===== src/rtl/mem_pkg.sv =====
// Shared encodings, FSM states and the latched request layout for the memory port arbiter.
package mem_pkg;

    localparam logic [1:0] BYTE = 2'b00;
    localparam logic [1:0] HALF = 2'b01;
    localparam logic [1:0] WORD = 2'b11;

    localparam logic SIGNED   = 1'b1;
    localparam logic UNSIGNED = 1'b0;

    localparam logic PORT_I = 1'b0;
    localparam logic PORT_D = 1'b1;

    typedef enum logic [1:0] {
        IDLE,
        ISSUE,
        WAIT,
        RESP
    } state_e;

    typedef struct packed {
        logic        port;
        logic [31:0] addr;
        logic        we;
        logic [1:0]  width;
        logic        uns;
        logic [31:0] wdata;
    } req_t;

    // Bytes touched by an access; the reserved 2'b10 code behaves as a word
    function automatic logic [2:0] width_bytes(input logic [1:0] w);
        case (w)
            BYTE:    width_bytes = 3'd1;
            HALF:    width_bytes = 3'd2;
            default: width_bytes = 3'd4;
        endcase
    endfunction

endpackage


===== src/rtl/mem_port_arbiter_if.sv =====
// Request/response handshakes of the fetch and load/store ports plus the memory-side bus.
interface mem_port_arbiter_if;

    logic        i_req_valid;
    logic        i_req_ready;
    logic [31:0] i_req_addr;
    logic        i_rsp_valid;
    logic [31:0] i_rsp_data;
    logic        i_rsp_err;

    logic        d_req_valid;
    logic        d_req_ready;
    logic [31:0] d_req_addr;
    logic        d_req_we;
    logic [1:0]  d_req_width;
    logic        d_req_unsigned;
    logic [31:0] d_req_wdata;
    logic        d_rsp_valid;
    logic [31:0] d_rsp_rdata;
    logic        d_rsp_err;

    logic [31:0] mem_address;
    logic [31:0] mem_in;
    logic        mem_wren;
    logic [1:0]  mem_width;
    logic [31:0] mem_out;

    modport slave (
        input  i_req_valid, i_req_addr,
        output i_req_ready, i_rsp_valid, i_rsp_data, i_rsp_err,
        input  d_req_valid, d_req_addr, d_req_we, d_req_width, d_req_unsigned, d_req_wdata,
        output d_req_ready, d_rsp_valid, d_rsp_rdata, d_rsp_err,
        output mem_address, mem_in, mem_wren, mem_width,
        input  mem_out
    );

    modport master (
        output i_req_valid, i_req_addr,
        input  i_req_ready, i_rsp_valid, i_rsp_data, i_rsp_err,
        output d_req_valid, d_req_addr, d_req_we, d_req_width, d_req_unsigned, d_req_wdata,
        input  d_req_ready, d_rsp_valid, d_rsp_rdata, d_rsp_err,
        input  mem_address, mem_in, mem_wren, mem_width,
        output mem_out
    );

endinterface


===== src/rtl/mem_load_ext.sv =====
// Extracts the addressed lane from a big-endian memory word and sign/zero-extends it.
module mem_load_ext
    import mem_pkg::*;
(
    input  logic [31:0] data_i,
    input  logic [1:0]  width_i,
    input  logic        unsigned_i,
    output logic [31:0] result_o
);

    logic fill;

    always_comb begin
        fill     = 1'b0;
        result_o = data_i;
        case (width_i)
            BYTE: begin
                fill     = ~unsigned_i & data_i[31];
                result_o = {{24{fill}}, data_i[31:24]};
            end
            HALF: begin
                fill     = ~unsigned_i & data_i[31];
                result_o = {{16{fill}}, data_i[31:16]};
            end
            default: result_o = data_i;
        endcase
    end

endmodule


===== src/rtl/mem_port_arbiter.sv =====
// Arbitrates fetch and load/store ports onto one synchronous-read byte-lane memory
// and returns registered, one-cycle response strobes.
module mem_port_arbiter
    import mem_pkg::*;
#(
    parameter int unsigned MEM_BYTES    = 4096,
    parameter int unsigned MAX_D_STREAK = 4
) (
    input logic               clk,
    input logic               rst_n,
    mem_port_arbiter_if.slave bus
);

    localparam int unsigned STREAK_W = ($clog2(MAX_D_STREAK + 1) > 3) ? $clog2(MAX_D_STREAK + 1) : 3;
    localparam logic [STREAK_W-1:0] STREAK_MAX = STREAK_W'(MAX_D_STREAK);
    localparam logic [32:0]         MEM_END    = 33'(MEM_BYTES);

    state_e              state_q, state_d;
    req_t                req_q, req_d, new_req;
    logic                new_err;
    logic [STREAK_W-1:0] streak_q, streak_d;
    logic                grant_d, grant_i, accept;
    logic [31:0]         ext_data;

    logic        i_rsp_valid_q, i_rsp_valid_d;
    logic [31:0] i_rsp_data_q, i_rsp_data_d;
    logic        i_rsp_err_q, i_rsp_err_d;
    logic        d_rsp_valid_q, d_rsp_valid_d;
    logic [31:0] d_rsp_rdata_q, d_rsp_rdata_d;
    logic        d_rsp_err_q, d_rsp_err_d;

    // D wins unless I has been passed over MAX_D_STREAK times in a row
    assign grant_d = bus.d_req_valid && !(bus.i_req_valid && (streak_q == STREAK_MAX));
    assign grant_i = bus.i_req_valid && !grant_d;
    assign accept  = (state_q == IDLE) && (grant_d || grant_i);

    assign bus.d_req_ready = (state_q == IDLE) && grant_d;
    assign bus.i_req_ready = (state_q == IDLE) && grant_i;

    // Candidate request and its range/alignment check
    always_comb begin
        new_req = '0;
        new_err = 1'b0;
        if (grant_d) begin
            new_req.port  = PORT_D;
            new_req.addr  = bus.d_req_addr;
            new_req.we    = bus.d_req_we;
            new_req.width = (bus.d_req_width == BYTE || bus.d_req_width == HALF) ? bus.d_req_width : WORD;
            new_req.uns   = bus.d_req_unsigned;
            new_req.wdata = bus.d_req_wdata;
            new_err       = ({1'b0, bus.d_req_addr} + 33'(width_bytes(bus.d_req_width))) > MEM_END;
        end else begin
            new_req.port  = PORT_I;
            new_req.addr  = bus.i_req_addr;
            new_req.width = WORD;
            new_err       = (bus.i_req_addr[1:0] != 2'b00) ||
                            (({1'b0, bus.i_req_addr} + 33'd4) > MEM_END);
        end
    end

    mem_load_ext u_load_ext (
        .data_i     (bus.mem_out),
        .width_i    (req_q.width),
        .unsigned_i (req_q.uns),
        .result_o   (ext_data)
    );

    always_comb begin
        state_d       = state_q;
        req_d         = req_q;
        streak_d      = streak_q;
        i_rsp_valid_d = 1'b0;
        i_rsp_data_d  = i_rsp_data_q;
        i_rsp_err_d   = i_rsp_err_q;
        d_rsp_valid_d = 1'b0;
        d_rsp_rdata_d = d_rsp_rdata_q;
        d_rsp_err_d   = d_rsp_err_q;

        if (!bus.i_req_valid) begin
            streak_d = '0;
        end else if (accept && grant_i) begin
            streak_d = '0;
        end else if (accept && grant_d && (streak_q != STREAK_MAX)) begin
            streak_d = streak_q + STREAK_W'(1);
        end

        case (state_q)
            IDLE: begin
                if (accept) begin
                    req_d = new_req;
                    if (new_err) begin
                        state_d = RESP;
                        if (new_req.port == PORT_D) begin
                            d_rsp_valid_d = 1'b1;
                            d_rsp_err_d   = 1'b1;
                            d_rsp_rdata_d = '0;
                        end else begin
                            i_rsp_valid_d = 1'b1;
                            i_rsp_err_d   = 1'b1;
                            i_rsp_data_d  = '0;
                        end
                    end else begin
                        state_d = ISSUE;
                    end
                end
            end
            ISSUE: begin
                if (req_q.we) begin
                    state_d       = RESP;
                    d_rsp_valid_d = 1'b1;
                    d_rsp_err_d   = 1'b0;
                    d_rsp_rdata_d = '0;
                end else begin
                    state_d = WAIT;
                end
            end
            WAIT: begin
                state_d = RESP;
                if (req_q.port == PORT_D) begin
                    d_rsp_valid_d = 1'b1;
                    d_rsp_err_d   = 1'b0;
                    d_rsp_rdata_d = ext_data;
                end else begin
                    i_rsp_valid_d = 1'b1;
                    i_rsp_err_d   = 1'b0;
                    i_rsp_data_d  = ext_data;
                end
            end
            RESP:    state_d = IDLE;
            default: state_d = IDLE;
        endcase
    end

    always_ff @(posedge clk or negedge rst_n) begin
        if (!rst_n) begin
            state_q       <= IDLE;
            req_q         <= '{port: PORT_I, addr: 32'd0, we: 1'b0, width: WORD, uns: 1'b0, wdata: 32'd0};
            streak_q      <= '0;
            i_rsp_valid_q <= 1'b0;
            i_rsp_data_q  <= '0;
            i_rsp_err_q   <= 1'b0;
            d_rsp_valid_q <= 1'b0;
            d_rsp_rdata_q <= '0;
            d_rsp_err_q   <= 1'b0;
        end else begin
            state_q       <= state_d;
            req_q         <= req_d;
            streak_q      <= streak_d;
            i_rsp_valid_q <= i_rsp_valid_d;
            i_rsp_data_q  <= i_rsp_data_d;
            i_rsp_err_q   <= i_rsp_err_d;
            d_rsp_valid_q <= d_rsp_valid_d;
            d_rsp_rdata_q <= d_rsp_rdata_d;
            d_rsp_err_q   <= d_rsp_err_d;
        end
    end

    // Write enable decodes straight from state so a reset removes it without a clock edge
    assign bus.mem_wren    = (state_q == ISSUE) && req_q.we;
    assign bus.mem_address = req_q.addr;
    assign bus.mem_in      = req_q.wdata;
    assign bus.mem_width   = req_q.width;

    assign bus.i_rsp_valid = i_rsp_valid_q;
    assign bus.i_rsp_data  = i_rsp_data_q;
    assign bus.i_rsp_err   = i_rsp_err_q;
    assign bus.d_rsp_valid = d_rsp_valid_q;
    assign bus.d_rsp_rdata = d_rsp_rdata_q;
    assign bus.d_rsp_err   = d_rsp_err_q;

endmodule


===== src/flat_wrapper.sv =====
// flat-port wrapper written by rule: the top's interface ports become plain ports
module mem_port_arbiter_flat import mem_pkg::*;
#(
    parameter int unsigned MEM_BYTES    = 4096,
    parameter int unsigned MAX_D_STREAK = 4
)
  (clk, rst_n, bus_i_req_valid, bus_i_req_addr, bus_i_req_ready, bus_i_rsp_valid, bus_i_rsp_data, bus_i_rsp_err, bus_d_req_valid, bus_d_req_addr, bus_d_req_we, bus_d_req_width, bus_d_req_unsigned, bus_d_req_wdata, bus_d_req_ready, bus_d_rsp_valid, bus_d_rsp_rdata, bus_d_rsp_err, bus_mem_address, bus_mem_in, bus_mem_wren, bus_mem_width, bus_mem_out);
  mem_port_arbiter_if bus_i ();
  input logic clk;
  input logic rst_n;
  input wire logic [$bits(bus_i.i_req_valid)-1:0] bus_i_req_valid;
  input wire logic [$bits(bus_i.i_req_addr)-1:0] bus_i_req_addr;
  output wire logic [$bits(bus_i.i_req_ready)-1:0] bus_i_req_ready;
  output wire logic [$bits(bus_i.i_rsp_valid)-1:0] bus_i_rsp_valid;
  output wire logic [$bits(bus_i.i_rsp_data)-1:0] bus_i_rsp_data;
  output wire logic [$bits(bus_i.i_rsp_err)-1:0] bus_i_rsp_err;
  input wire logic [$bits(bus_i.d_req_valid)-1:0] bus_d_req_valid;
  input wire logic [$bits(bus_i.d_req_addr)-1:0] bus_d_req_addr;
  input wire logic [$bits(bus_i.d_req_we)-1:0] bus_d_req_we;
  input wire logic [$bits(bus_i.d_req_width)-1:0] bus_d_req_width;
  input wire logic [$bits(bus_i.d_req_unsigned)-1:0] bus_d_req_unsigned;
  input wire logic [$bits(bus_i.d_req_wdata)-1:0] bus_d_req_wdata;
  output wire logic [$bits(bus_i.d_req_ready)-1:0] bus_d_req_ready;
  output wire logic [$bits(bus_i.d_rsp_valid)-1:0] bus_d_rsp_valid;
  output wire logic [$bits(bus_i.d_rsp_rdata)-1:0] bus_d_rsp_rdata;
  output wire logic [$bits(bus_i.d_rsp_err)-1:0] bus_d_rsp_err;
  output wire logic [$bits(bus_i.mem_address)-1:0] bus_mem_address;
  output wire logic [$bits(bus_i.mem_in)-1:0] bus_mem_in;
  output wire logic [$bits(bus_i.mem_wren)-1:0] bus_mem_wren;
  output wire logic [$bits(bus_i.mem_width)-1:0] bus_mem_width;
  input wire logic [$bits(bus_i.mem_out)-1:0] bus_mem_out;
  assign bus_i.i_req_valid = bus_i_req_valid;
  assign bus_i.i_req_addr = bus_i_req_addr;
  assign bus_i_req_ready = bus_i.i_req_ready;
  assign bus_i_rsp_valid = bus_i.i_rsp_valid;
  assign bus_i_rsp_data = bus_i.i_rsp_data;
  assign bus_i_rsp_err = bus_i.i_rsp_err;
  assign bus_i.d_req_valid = bus_d_req_valid;
  assign bus_i.d_req_addr = bus_d_req_addr;
  assign bus_i.d_req_we = bus_d_req_we;
  assign bus_i.d_req_width = bus_d_req_width;
  assign bus_i.d_req_unsigned = bus_d_req_unsigned;
  assign bus_i.d_req_wdata = bus_d_req_wdata;
  assign bus_d_req_ready = bus_i.d_req_ready;
  assign bus_d_rsp_valid = bus_i.d_rsp_valid;
  assign bus_d_rsp_rdata = bus_i.d_rsp_rdata;
  assign bus_d_rsp_err = bus_i.d_rsp_err;
  assign bus_mem_address = bus_i.mem_address;
  assign bus_mem_in = bus_i.mem_in;
  assign bus_mem_wren = bus_i.mem_wren;
  assign bus_mem_width = bus_i.mem_width;
  assign bus_i.mem_out = bus_mem_out;
  mem_port_arbiter #(.MEM_BYTES(MEM_BYTES), .MAX_D_STREAK(MAX_D_STREAK)) u_core (.clk(clk), .rst_n(rst_n), .bus(bus_i));
endmodule

===== config.mk =====
export PLATFORM = sky130hd
export DESIGN_NAME = mem_port_arbiter_flat
export DESIGN_NICKNAME = d
export VERILOG_FILES = /design/src/rtl/mem_pkg.sv /design/src/rtl/mem_port_arbiter_if.sv /design/src/rtl/mem_load_ext.sv /design/src/rtl/mem_port_arbiter.sv /design/src/flat_wrapper.sv
export SDC_FILE = /design/constraint.sdc
export NUM_CORES = 1
export LEC_CHECK = 0
export CAP_MARGIN = 15
export CORE_AREA = 2 2 151 153
export DETAILED_ROUTE_END_ITERATION = 8
export DIE_AREA = 0 0 153 155
export GPL_TIMING_DRIVEN = 0
export PLACE_DENSITY = 0.74
export RECOVER_POWER = 100
export SLEW_MARGIN = 20
export SYNTH_ARGS = -nofsm -noshare
export SYNTH_HDL_FRONTEND = slang
export SYNTH_SLANG_ARGS = --single-unit

===== constraint.sdc =====
create_clock -name clk -period 2.3 [get_ports clk]
set_input_delay 0.575 -clock clk [delete_from_list [all_inputs] [get_ports clk]]
set_output_delay 0.575 -clock clk [all_outputs]
set_load 0.02 [all_outputs]

### After elaboration in Yosys (flattened, before gate mapping)

Index checks and enable logic that the tools add are counted.

* add/sub/neg operators: 3
* order comparisons: 2
* eq/ne operators: 15
* muxes and demuxes: 49
* bitwise gates (word level): 2
* reduce and logical (&&, ||, !) cells: 24

Operators by type and width (count)
* $mux W32: 9
* $pmux W32 S2: 2
* $pmux W32 S3: 1
* $gt A33 B13 Y1 const B: 2
* $mux W33: 2
* $add A32 B3 Y33: 1
* $add A32 B3 Y33 const B: 1
* $mux W1: 21
* $mux W3: 4
* $logic_and A1 B1 Y1: 10
* $ne A2 B1 Y1 const B: 5
* $mux W2: 4
* $pmux W2 S4: 1
* $eq A2 B1 Y1 const B: 3
* $logic_not A2 Y1: 3
* $pmux W1 S3: 2
* $pmux W3 S2: 1
* $reduce_and A6 Y1: 1
* $reduce_and A5 Y1: 1
* $eq A2 B2 Y1 const B: 2
* $ne A2 B2 Y1 const B: 2
* $pmux W1 S2: 2
* $reduce_bool A2 Y1: 2
* $add A3 B1 Y3 const B: 1
* other kinds (9): 12

* bits in registers: 142
* input port bits: 136
* output and inout bits: 137
* logic and storage cells: 109

### Logic depth before layout (Yosys ltp)

Gate-level depths: netlist of run 1.

* depth after elaboration: 13
* mapped depth: 13
* depth with buffers taken out: 11

### Modules after synthesis

From an unflattened synthesis of run 1, not the netlist that was laid out.

* cells, all modules: 988
* area, all modules: 8943.6 µm²

By module, submodules not included
* mem_port_arbiter: instances 1, cells each 918, area each 8430.6 µm², sequential area each 3555.9 µm²
* mem_load_ext: instances 1, cells each 70, area each 513.0 µm², sequential area each 0.0 µm²

### Least setup slack after synthesis of run 1

No wires, ideal clock.

* path type: in2reg
* start point: input port bus_d_req_width[1]
* end point: register u_core.d_rsp_rdata_q[0] (netlist: u_core.bus.d_rsp_rdata[0])
* setup time: 0.125 ns
* data arrival time: 3.319 ns
* data required time: 2.175 ns
* slack: -1.145 ns
* stages on the path: 13
* buffers on the path: 2
* path through: nor2_1 ha_1 fa_1 a21oi_1 or4_4 or4_1 nand3_1 nor3_1 nand4_2 o311a_1 buf_6 buf_12 mux2_4

* longest elaborated chain between the ends: 8
* elaborated cells between the ends (all ways): 9
* those cells by class: 1 x add/sub; 1 x order compare; 2 x eq/ne; 3 x mux; 2 x reduce/logical

Ends and longest elaborated chain
* from (decl): RTL line flat_wrapper.sv:20 `input wire logic [$bits(bus_i.d_req_width)-1:0] bus_d_req_width;`
* $eq A2 B1 Y1 or $logic_not A2 Y1 (tied branches): RTL line mem_pkg.sv:32 `case (w)`
* $pmux W3 S2 *: RTL line mem_pkg.sv:32
* $mux W3 *: RTL line mem_port_arbiter.sv:44 `if (grant_d) begin`
* $add A32 B3 Y33 *: RTL line mem_port_arbiter.sv:51 `new_err = ({1'b0, bus.d_req_addr} + 33'(width_bytes(bus.d_req_width))) > MEM_END;`
* $gt A33 B13 Y1 *: RTL line mem_port_arbiter.sv:51
* $mux W1 *: RTL line mem_port_arbiter.sv:44
* $ne A2 B1 Y1 (no source line) *
* $reduce_and A6 Y1 (no source line) *
* to (signal assigned): RTL line mem_port_arbiter.sv:153 `d_rsp_rdata_q <= d_rsp_rdata_d;`
* to (decl): RTL line mem_port_arbiter.sv:29 `logic [31:0] d_rsp_rdata_q, d_rsp_rdata_d;`

Mark *: on every way between the ends. The rest lies on a longest branch, timed or not. The select of a mux whose other input is x is not followed.
A chain may end at the register's enable or synchronous reset.

### Worst setup path after layout of run 1

* start point: input port bus_d_req_width[0]
* end point: register u_core.d_rsp_rdata_q[25] (netlist: u_core.bus.d_rsp_rdata[25])

The elaborated chain is that of the path after synthesis.

==> results.sh, run 1 <==
export IMPL_syn_area_sq_um=8670
export IMPL_drcViolationCount=0
export IMPL_p_per_area_nw_per_um2=1250
export IMPL_start_kind="input pin"
export IMPL_violations="capacitance limit, slew limit, setup timing"
export IMPL_die_area_sq_um=23700
export IMPL_cp_arrival_ns=3.56
export IMPL_synth_edf_count=0
export IMPL_ys_flop_type="dfrtp_1"
export IMPL_drt_wl_total_microns=30400
export IMPL_ioPinCount=273
export IMPL_clkTransAtPathRegs_ns=0.06
export IMPL_start_util=0.390
export IMPL_relSlewSlack=-0.168
export IMPL_setup_slack_ns=-0.950
export IMPL_cts_tree="yes"
export IMPL_fmax_ghz=0.308
export IMPL_skew_ns=0.0116
export IMPL_portBuffers=268
export IMPL_clock_path_buffers=2
export IMPL_power_mw=16.7
export IMPL_fin_crit_ns=3.25
export IMPL_viasPerCell=5.59
export IMPL_ys_ff_latch=142
export IMPL_cts_root_buf="clkbuf_16"
export IMPL_cts_buffers=17
export IMPL_grt_max_degree=76
export IMPL_tns_ns=-43.49
export IMPL_fin_crit_sh=1.41
export IMPL_clock_latency_ns=0.42
export IMPL_yosys_warnings=0
export IMPL_overflow=0
export IMPL_vias=8946
export IMPL_dp_cells=1523
export IMPL_fp_dieH_microns=155
export IMPL_clock_sinks=142
export IMPL_end_kind="flip-flop"
export IMPL_setup_viol=69
export IMPL_maxSlewViolCount=69
export IMPL_rsz0062_at_grt="yes"
export IMPL_finalHoldViolCount=0
export IMPL_cap_viol_max_count=1
export IMPL_postSynth_asyncResetShare=1.00
export IMPL_core_sq_um=22200
export IMPL_fp_dieW_microns=153
export IMPL_antenna_left=0
export IMPL_hpwl_microns=22000
export IMPL_grt_usage=0.249
export IMPL_cp_data_required_time_ns=2.61
export IMPL_synthesis_nets=1115
export IMPL_n_antenna_cell=0
export IMPL_htreeDepth=4
export IMPL_p_leak_nw=6.08
export IMPL_ir_drop_mv=0.621
export IMPL_critPathKind="input pin to flip-flop"
export IMPL_syn_inst=969
export IMPL_grt_antenna_before_repair=0
export IMPL_drt_initial_drc_count=473
export IMPL_synth_cell_types=66
export IMPL_gp_congestion=0.913
export IMPL_cp_max_fo=10
export IMPL_nets=1448
export IMPL_dpl_cell_area_sq_um=11900
export IMPL_wire_per_inst_microns=19.0
export IMPL_worstMarginPinSlew_ns=1.75
export IMPL_status="complete, but fails checks"
export IMPL_area_growth_syn_to_layout_pct=54.0
export IMPL_grt_pass1_wl_microns=47100
export IMPL_fin_area_sq_um=13400
export IMPL_rows=55
export IMPL_hp_class="input pin to flip-flop"
export IMPL_synth_seq_area_share=0.410
export IMPL_first_pass_iters=5
export IMPL_final_cells=1600
export IMPL_drive_gt1_frac=0.225
export IMPL_avgSynthCellArea_sq_um=8.95
export IMPL_grt_pass1_vias=8670
==> layout make-up <==
| class | count | area (sq um) |
|---|---|---|
| clock inverter | 13 | 180 |
| tap | 285 | 357 |
| buffer | 129 | 898 |
| sequential | 142 | 3560 |
| fill | 1863 | 8880 |
| inverter | 35 | 134 |
| multi-input combinational | 660 | 4550 |
| timing repair buffer | 317 | 3220 |
| clock buffer | 19 | 453 |
==> flip-flops by register name (all words and copies together), names as in the netlist <==
| name | count |
|---|---|
| u_core.bus.i_rsp_valid | 1 |
| u_core.bus.i_rsp_data | 32 |
| u_core.state_q | 2 |
| u_core.bus.d_rsp_err | 1 |
| u_core.bus.mem_address | 32 |
| u_core.bus.mem_in | 32 |
| u_core.streak_q | 3 |
| u_core.bus.mem_width | 2 |
| u_core.bus.d_rsp_rdata | 32 |
| u_core.req_q | 3 |
| u_core.bus.d_rsp_valid | 1 |
| u_core.bus.i_rsp_err | 1 |
==> critical path, cell delays in order <==
cell	delay [ns]
buf_6	0.10
nor2_4	0.13
ha_4	0.16
fa_2	0.24
buf_6	0.11
a21oi_4	0.07
or4_4	0.48
or4_4	0.53
nand3_2	0.09
nor3_2	0.05
nand4_2	0.14
o311a_1	0.20
buf_6	0.12
buf_12	0.10
buf_12	0.14
mux2_4	0.30
==> metal layers <==
metal / global-route usage / wire length, microns / up-vias / share of wire
li1: - / - / 4085 / -
met1: 0.321 / 12200 / 4330 / 0.40
met2: 0.420 / 15100 / 469 / 0.50
met3: 0.0546 / 2370 / 62 / 0.078
met4: 0.0776 / 720 / 0 / 0.024
met5: 0 / 0 / - / 0
==> cells by family (layout without fill, tap and decap cells) <==
| group | Yosys count | in the layout | share of synthesized area |
|---|---|---|---|
| compound gates | 244 | 244 | 0.194 |
| buf+inv | 167 | 513 | 0.110 |
| flops | 142 | 142 | 0.410 |
| simple gates | 341 | 341 | 0.179 |
| xor+xnor | 7 | 7 | 0.00707 |
| mux | 58 | 58 | 0.0844 |
| fa+ha+maj | 10 | 10 | 0.0153 |
==> path summary, 6_finish.rpt <==
check,start,endpoint,slack (ns),depth (start not counted)
worst max-delay path,bus_d_req_width[0],u_core.bus.d_rsp_rdata[25]$_DFFE_PN0P_,-0.95,16
worst min-delay path,bus_i_req_addr[7],u_core.bus.mem_address[7]$_DFFE_PN0P_,0.40,3
worst max register to register,u_core.state_q[0]$_DFFE_PN0P_,u_core.bus.i_rsp_data[31]$_DFFE_PN0P_,-0.25,7
worst min register to register,u_core.bus.mem_in[26]$_DFFE_PN0P_,u_core.bus.mem_in[26]$_DFFE_PN0P_,0.50,1
max in group asynchronous,rst_n,u_core.state_q[1]$_DFFE_PN0P_,0.16,2
min in group asynchronous,rst_n,u_core.bus.d_rsp_rdata[25]$_DFFE_PN0P_,0.60,1
==> what timing repair did <==
action / in CTS / in global routing
gates cloned: 7 / 0
resized for setup: 159 / 68
setup endpoints to repair: 118 / 72
hold buffers: 0 / 0
buffers inserted: 25 / 20
pin swaps: 31 / 20
==> power by group <==
| group | total, mW | leakage (nW) | internal [mW] | switching (mW) |
|---|---|---|---|---|
| sequential | 4.24 | 1.79 | 3.54 | 0.709 |
| clock | 2.99 | 0.304 | 1.79 | 1.19 |
| combinational | 9.48 | 3.99 | 4.62 | 4.86 |
| total | 16.7 | 6.08 | 9.95 | 6.77 |
==> Yosys cell counts (3+ instances only) <==
| cell | number | share of area |
|---|---|---|
| xnor2_1 | 6 | 0.0061 |
| nor3_1 | 9 | 0.0052 |
| a32o_1 | 15 | 0.017 |
| a31oi_1 | 33 | 0.024 |
| or4_1 | 6 | 0.0052 |
| a211o_1 | 16 | 0.016 |
| ha_1 | 9 | 0.013 |
| nor4_1 | 3 | 0.0022 |
| buf_2 | 8 | 0.0046 |
| o21ai_1 | 3 | 0.0017 |
| and3_1 | 4 | 0.0029 |
| o21ai_0 | 35 | 0.020 |
| nand2_1 | 159 | 0.069 |
| nand3_1 | 49 | 0.028 |
| o211ai_1 | 20 | 0.017 |
| a21oi_1 | 58 | 0.033 |
| mux2_4 | 29 | 0.050 |
| a22o_1 | 33 | 0.033 |
| a31o_2 | 3 | 0.0030 |
| or3_1 | 3 | 0.0022 |
| buf_4 | 67 | 0.058 |
| and2_1 | 7 | 0.0051 |
| nor2_1 | 68 | 0.029 |
| mux2i_1 | 24 | 0.028 |
| buf_12 | 3 | 0.0069 |
| a211oi_1 | 3 | 0.0026 |
| mux2_1 | 3 | 0.0039 |
| dfrtp_1 | 140 | 0.40 |
| nor2b_1 | 5 | 0.0036 |
| nand4_1 | 12 | 0.0087 |
| inv_1 | 34 | 0.015 |
| buf_1 | 6 | 0.0026 |
| clkbuf_1 | 46 | 0.020 |
| a22oi_1 | 7 | 0.0061 |
==> stage by stage <==
stage	hold slack [ns]	setup WS, ns	util
final	0.399	-0.950	0.601
after floorplan	0.279	-0.919	-
after global placement	0.470	-5.39	0.535
after detailed placement	0.479	-2.04	0.536
after global routing	0.395	-1.03	0.601
after CTS	0.118	-0.870	0.589
==> placed cells by master (no fill, tap or decap), types with 5 or more instances in the layout <==
cell	instances
clkbuf_1	40
nor2_1	62
buf_2	8
nand2_1	156
buf_16	5
nand3_2	18
mux2_4	33
nand3_1	29
o21ai_0	34
buf_8	6
a211o_1	16
a22oi_1	7
ha_4	5
buf_6	27
nand4_1	12
clkbuf_16	17
buf_12	9
dfrtp_1	140
clkdlybuf4s50_1	91
dlygate4sd3_1	132
a22o_1	33
inv_1	31
a31oi_1	33
clkbuf_2	7
nor3_1	5
dlygate4sd2_1	17
clkinv_4	5
xnor2_1	6
o211ai_1	20
buf_4	95
a21oi_1	56
a32o_1	15
mux2i_1	23
dlymetal6s2s_1	5
Note: power is estimated with default switching activity, not from simulation.
==> run 2, diff against run 1 <==
--- a/config.mk
+++ b/config.mk
@@ -10,7 +10,7 @@
 export DETAILED_ROUTE_END_ITERATION = 8
 export DIE_AREA = 0 0 153 155
 export GPL_TIMING_DRIVEN = 0
-export PLACE_DENSITY = 0.74
+export PLACE_DENSITY = 0.71
 export RECOVER_POWER = 100
 export SLEW_MARGIN = 20
 export SYNTH_ARGS = -nofsm -noshare
==> constraint.sdc (replaced) <==
create_clock -name clk -period 4.2 [get_ports clk]
set_input_delay 1.05 -clock clk [delete_from_list [all_inputs] [get_ports clk]]
set_output_delay 1.05 -clock clk [all_outputs]
set_load 0.02 [all_outputs]
==> results.sh, run 2 (synthesized netlist as in run 1, its figures left out) <==
export IMPL_status="complete, but fails checks"
export IMPL_violations="capacitance limit, slew limit"
export IMPL_relSlewSlack=-0.797
export IMPL_fp_dieH_microns=155
export IMPL_fp_dieW_microns=153
export IMPL_final_cells=1554
export IMPL_cap_viol_max_count=1
export IMPL_dp_cells=1523
export IMPL_fin_crit_sh=0.973
export IMPL_vias=8546
export IMPL_clock_sinks=142
export IMPL_utilization=0.563
export IMPL_setup_worst_path_end="bus_i_req_ready"
export IMPL_area_growth_syn_to_layout_pct=44.3
export IMPL_r2r_start="u_core.streak_q[0]$_DFFE_PN0P_"
export IMPL_drcViolationCount=0
export IMPL_grt_usage=0.232
export IMPL_gp_congestion=0.892
export IMPL_critPathKind="input pin to output port"
export IMPL_setup_slack_ns=0.114
export IMPL_rsz0062_at_grt="no"
export IMPL_nets=1405
export IMPL_r2r_end="u_core.bus.i_rsp_data[7]$_DFFE_PN0P_"
export IMPL_seq_area_sq_um=3560
export IMPL_clock_path_buffers=2
export IMPL_dpl_cell_area_sq_um=11700
export IMPL_final_cell_mix="nand2_1, dfrtp_1, dlygate4sd3_1"
export IMPL_hp_class="flip-flop to flip-flop"
export IMPL_p_leak_nw=5.64
export IMPL_grt_antenna_before_repair=0
export IMPL_n_antenna_cell=0
export IMPL_cpPeakStageDelay_ns=0.69
export IMPL_multi_input_area_sq_um=4240
export IMPL_drt_initial_drc_count=542
export IMPL_drt_wl_total_microns=27700
export IMPL_drive_gt1_frac=0.135
export IMPL_rows=55
export IMPL_rrSetupSlack_ns=1.37
export IMPL_viasPerCell=5.50
export IMPL_fill_cells=1962
export IMPL_cp_arrival_ns=3.04
export IMPL_cts_tree="yes"
export IMPL_startpoint="bus_i_req_valid"
export IMPL_cp_slowest_cell="dlygate4sd3_1"
export IMPL_whs_ns=0.483
export IMPL_start_kind="input pin"
export IMPL_wire_per_inst_microns=17.9
export IMPL_ioPinCount=273
export IMPL_grt_max_degree=96
export IMPL_fin_area_sq_um=12500
export IMPL_place_ws_ns=-0.831
export IMPL_maxSlewViolCount=48
export IMPL_worstMarginPinSlew_ns=2.70
export IMPL_p_per_area_nw_per_um2=703
export IMPL_reg2reg_depth=11
export IMPL_layout_commonest_cell="nand2_1"
export IMPL_holdBufCountCts=0
export IMPL_cts_buffers=17
export IMPL_portBuffers=268
export IMPL_hpwl_microns=21000
export IMPL_finalHoldViolCount=0
export IMPL_setup_viol=0
export IMPL_grt_pass1_vias=8405
export IMPL_die_area_sq_um=23700
export IMPL_skew_ns=0.0136
export IMPL_start_util=0.390
export IMPL_grt_pass1_wl_microns=44300
export IMPL_end_kind="output port"
export IMPL_fin_crit_ns=4.09
export IMPL_cp_max_fo=9
export IMPL_tns_ns=0
export IMPL_power_mw=8.79
export IMPL_first_pass_iters=6
export IMPL_clock_latency_ns=0.42
export IMPL_htreeDepth=4
export IMPL_overflow=0
export IMPL_cts_root_buf="clkbuf_16"
export IMPL_ir_drop_mv=0.346
export IMPL_fmax_ghz=0.245
export IMPL_cp_data_required_time_ns=3.15
export IMPL_antenna_left=0
export IMPL_worst_path_most_repeated_cell="nand3_1"
export IMPL_core_sq_um=22200
export IMPL_clkTransAtPathRegs_ns=0.06
export IMPL_path_cells="clkdlybuf4s50_1 -> nand3_1 -> nand2_2 -> nand3_1 -> clkinvlp_4 -> dlygate4sd3_1"
[run 2: changes by cell type in the layout (fill, tap and decap cells not counted), sizes merged]
cell and delta:
buf -67, clkinv -4, clkinvlp +2, clkbuf +2
dlygate4sd2 -15, dlymetal6s2s -3, dlygate4sd3 +4, inv -4
clkdlybuf4s50 +36, bufinv +3
[run 2: layout make-up]
| cell class | count | area share |
|---|---|---|
| Timing Repair Buffer | 274 | 0.220 |
| Sequential cell | 142 | 0.284 |
| Buffer | 129 | 0.0645 |
| Clock buffer | 19 | 0.0354 |
| Tap cell | 285 | 0.0285 |
| Multi-Input combinational cell | 660 | 0.339 |
| Clock inverter | 10 | 0.0170 |
| Inverter | 35 | 0.0111 |
[run 2: worst min path at each step]
stage,startpoint,endpoint,slack [ns],cells after the start
global placement,u_core.bus.d_rsp_rdata[11]$_DFFE_PN0P_,u_core.bus.d_rsp_rdata[11]$_DFFE_PN0P_,0.47,1
finish,u_core.bus.d_rsp_rdata[10]$_DFFE_PN0P_,u_core.bus.d_rsp_rdata[10]$_DFFE_PN0P_,0.48,1
floorplan,u_core.bus.mem_in[0]$_DFFE_PN0P_,u_core.bus.mem_in[0]$_DFFE_PN0P_,0.47,1
global route,u_core.bus.d_rsp_rdata[11]$_DFFE_PN0P_,u_core.bus.d_rsp_rdata[11]$_DFFE_PN0P_,0.51,1
CTS,u_core.bus.d_rsp_rdata[10]$_DFFE_PN0P_,u_core.bus.d_rsp_rdata[10]$_DFFE_PN0P_,0.49,1
detailed placement,u_core.bus.d_rsp_rdata[10]$_DFFE_PN0P_,u_core.bus.d_rsp_rdata[10]$_DFFE_PN0P_,0.48,1
[run 2: critical path, delay by kind of cell]
kind          cells  cell delay, ns
buf+inv           3            1.43
simple gates      3            0.55
[run 2: layer usage]
layer  global-route usage  wire [microns]  share of wire  vias to the layer above
li1                     -               -              -                     3970
met1                0.303           11700           0.42                     4138
met2                0.384           13200           0.48                      387
met3               0.0535            2110          0.076                       51
met4               0.0767             769          0.028                        0
met5                    0               0              0                        -
[run 2: where the power goes]
group / leakage (nW) / switching, mW / internal, mW
logic: 3.54 / 2.50 / 2.28
clock network: 0.312 / 0.591 / 1.12
registers: 1.79 / 0.355 / 1.94
total: 5.64 / 3.45 / 5.34
[run 2: timing repair]
action,in CTS,in global routing
cloned,0,0
gates resized for setup,14,7
setup buffers,2,3
hold endpoints to repair,0,0
endpoints found under the setup margin,53,52
pin swaps,0,5
==> run 3, diff against run 2 <==
--- a/config.mk
+++ b/config.mk
@@ -5,6 +5,7 @@
 export SDC_FILE = /design/constraint.sdc
 export NUM_CORES = 1
 export LEC_CHECK = 0
+export ABC_CLOCK_PERIOD_IN_PS = 4200
 export CAP_MARGIN = 15
 export CORE_AREA = 2 2 151 153
 export DETAILED_ROUTE_END_ITERATION = 8
==> constraint.sdc (replaced) <==
create_clock -name clk -period 4.2 [get_ports clk]
set_input_delay 1.05 -clock clk [delete_from_list [all_inputs] [get_ports clk]]
set_output_delay 1.05 -clock clk [all_outputs]
set_load 0.01 [all_outputs]
==> results.sh, run 3 (synthesized netlist as in run 1, its figures left out) <==
export IMPL_drive_gt1_frac=0.138
export IMPL_viasPerCell=5.45
export IMPL_fmax_ghz=0.245
export IMPL_p_switching_mw=3.05
export IMPL_grt_max_degree=96
export IMPL_setup_slack_ns=0.117
export IMPL_cp_data_required_time_ns=3.15
export IMPL_cp_slowest_cell="dlygate4sd3_1"
export IMPL_pwr_share_comb=0.523
export IMPL_fin_crit_ns=4.08
export IMPL_layout_commonest_cell="nand2_1"
export IMPL_cap_viol_max_count=1
export IMPL_skew_ns=0.0128
export IMPL_finalHoldViolCount=0
export IMPL_power_share_sequential=0.273
export IMPL_wl_met1_microns=11700
export IMPL_cp_max_fo=9
export IMPL_ir_drop_mv=0.336
export IMPL_fin_crit_sh=0.972
export IMPL_top_layer="met4"
export IMPL_whs_ns=0.483
export IMPL_antenna_left=0
export IMPL_switching_share=0.363
export IMPL_violations="capacitance limit, slew limit"
export IMPL_grt_antenna_before_repair=0
export IMPL_clkPwrFrac=0.204
export IMPL_gp_congestion=0.892
export IMPL_setup_viol=0
export IMPL_status="complete, but fails checks"
export IMPL_grt_pass1_wl_microns=44300
export IMPL_clock_latency_ns=0.42
export IMPL_drcViolationCount=0
export IMPL_critPathKind="input pin to output port"
export IMPL_hpwl_microns=21000
export IMPL_n_antenna_cell=0
export IMPL_cts_tree="yes"
export IMPL_start_kind="input pin"
export IMPL_nets=1411
export IMPL_power_mw=8.40
export IMPL_end_kind="output port"
export IMPL_path_cells="clkdlybuf4s50_1 -> nand3_1 -> nand2_2 -> nand3_1 -> clkinvlp_4 -> dlygate4sd3_1"
export IMPL_cp_arrival_ns=3.03
export IMPL_maxSlewViolCount=48
export IMPL_area_growth_syn_to_layout_pct=44.8
export IMPL_utilization=0.565
export IMPL_route_met3_wl_microns=2100
export IMPL_relSlewSlack=-0.807
export IMPL_clock_path_buffers=2
export IMPL_cpPeakStageDelay_ns=0.63
export IMPL_start_util=0.390
export IMPL_grt_usage=0.232
export IMPL_hp_class="flip-flop to flip-flop"
export IMPL_vias=8508
export IMPL_p_leak_nw=5.67
export IMPL_routed_wl_met2_microns=13200
export IMPL_drt_initial_drc_count=507
export IMPL_final_cell_mix="nand2_1, dfrtp_1, dlygate4sd3_1"
export IMPL_drt_wl_total_microns=27700
export IMPL_htreeDepth=4
export IMPL_fill_cells=1956
export IMPL_fp_dieH_microns=155
export IMPL_worstMarginPinSlew_ns=2.71
export IMPL_clkTransAtPathRegs_ns=0.06
export IMPL_die_area_sq_um=23700
export IMPL_overflow=0
export IMPL_ioPinCount=273
export IMPL_cts_root_buf="clkbuf_16"
export IMPL_portBuffers=268
export IMPL_p_per_area_nw_per_um2=669
export IMPL_core_sq_um=22200
export IMPL_final_cells=1560
export IMPL_first_pass_iters=5
export IMPL_worst_path_most_repeated_cell="nand3_1"
export IMPL_rsz0062_at_grt="no"
export IMPL_fp_dieW_microns=153
export IMPL_place_ws_ns=-0.831
export IMPL_power_internal_mw=5.35
export IMPL_rows=55
export IMPL_cts_buffers=17
export IMPL_wire_per_inst_microns=17.8
export IMPL_dp_cells=1523
export IMPL_grt_pass1_vias=8383
export IMPL_clock_sinks=142
## run 3: area by class of cell
class	instances	area [sq um]	area share
Clock inverter	10	213	0.0169
Sequential cell	142	3560	0.283
Multi-Input combinational cell	660	4240	0.338
Timing Repair Buffer	280	2800	0.223
Buffer	129	807	0.0643
Inverter	35	139	0.0111
Tap cell	285	357	0.0284
Clock buffer	19	443	0.0353
## run 3: per-stage QoR
step	area (sq um)	setup TNS [ns]
6_report	12500	0
5_1_grt	12500	0
4_1_cts	12400	-0.0379
3_5_place_dp	11700	-41.28
3_3_place_gp	11700	-586.91
2_1_floorplan	8670	0
## run 3: what timing repair did
item	in CTS	in global routing
endpoints found under the setup margin	53	54
gates resized for setup	13	7
buffers inserted	1	10
hold endpoints to repair	0	0
pin swaps	0	5
cloned	0	0
hold buffers	0	0
## run 3: power groups by stage
| stage | logic (mW) | clock network (mW) | registers (mW) |
|---|---|---|---|
| global placement | 4.49 | 0 | 2.31 |
| global route | 4.75 | 1.80 | 2.37 |
| CTS | 4.60 | 1.74 | 2.30 |
| finish | 4.40 | 1.71 | 2.29 |
| floorplan | 2.65 | 0 | 2.32 |
| detailed placement | 4.54 | 0 | 2.31 |
## run 3: worst paths after layout
kind,start,endpoint,slack (ns),cells after the start
min,u_core.bus.d_rsp_rdata[10]$_DFFE_PN0P_,u_core.bus.d_rsp_rdata[10]$_DFFE_PN0P_,0.48,1
max,bus_i_req_valid,bus_i_req_ready,0.12,6
max reg2reg,u_core.state_q[0]$_DFFE_PN0P_,u_core.bus.i_rsp_data[30]$_DFFE_PN0P_,1.37,10
max in group asynchronous,rst_n,u_core.bus.mem_in[23]$_DFFE_PN0P_,1.17,1
min in group asynchronous,rst_n,u_core.bus.mem_in[0]$_DFFE_PN0P_,1.50,1
min reg2reg,u_core.bus.d_rsp_rdata[10]$_DFFE_PN0P_,u_core.bus.d_rsp_rdata[10]$_DFFE_PN0P_,0.48,1
## run 3: worst max-delay path: cells and delay by family
| family | cells | cell delay [ns] |
|---|---|---|
| buf+inv | 3 | 1.42 |
| simple gates | 3 | 0.55 |
## run 3: layer usage
| layer | vias to the layer above | GRT usage |
|---|---|---|
| li1 | 3980 | - |
| met5 | - | 0 |
| met3 | 43 | 0.0538 |
| met4 | 0 | 0.0723 |
| met1 | 4101 | 0.303 |
| met2 | 384 | 0.384 |
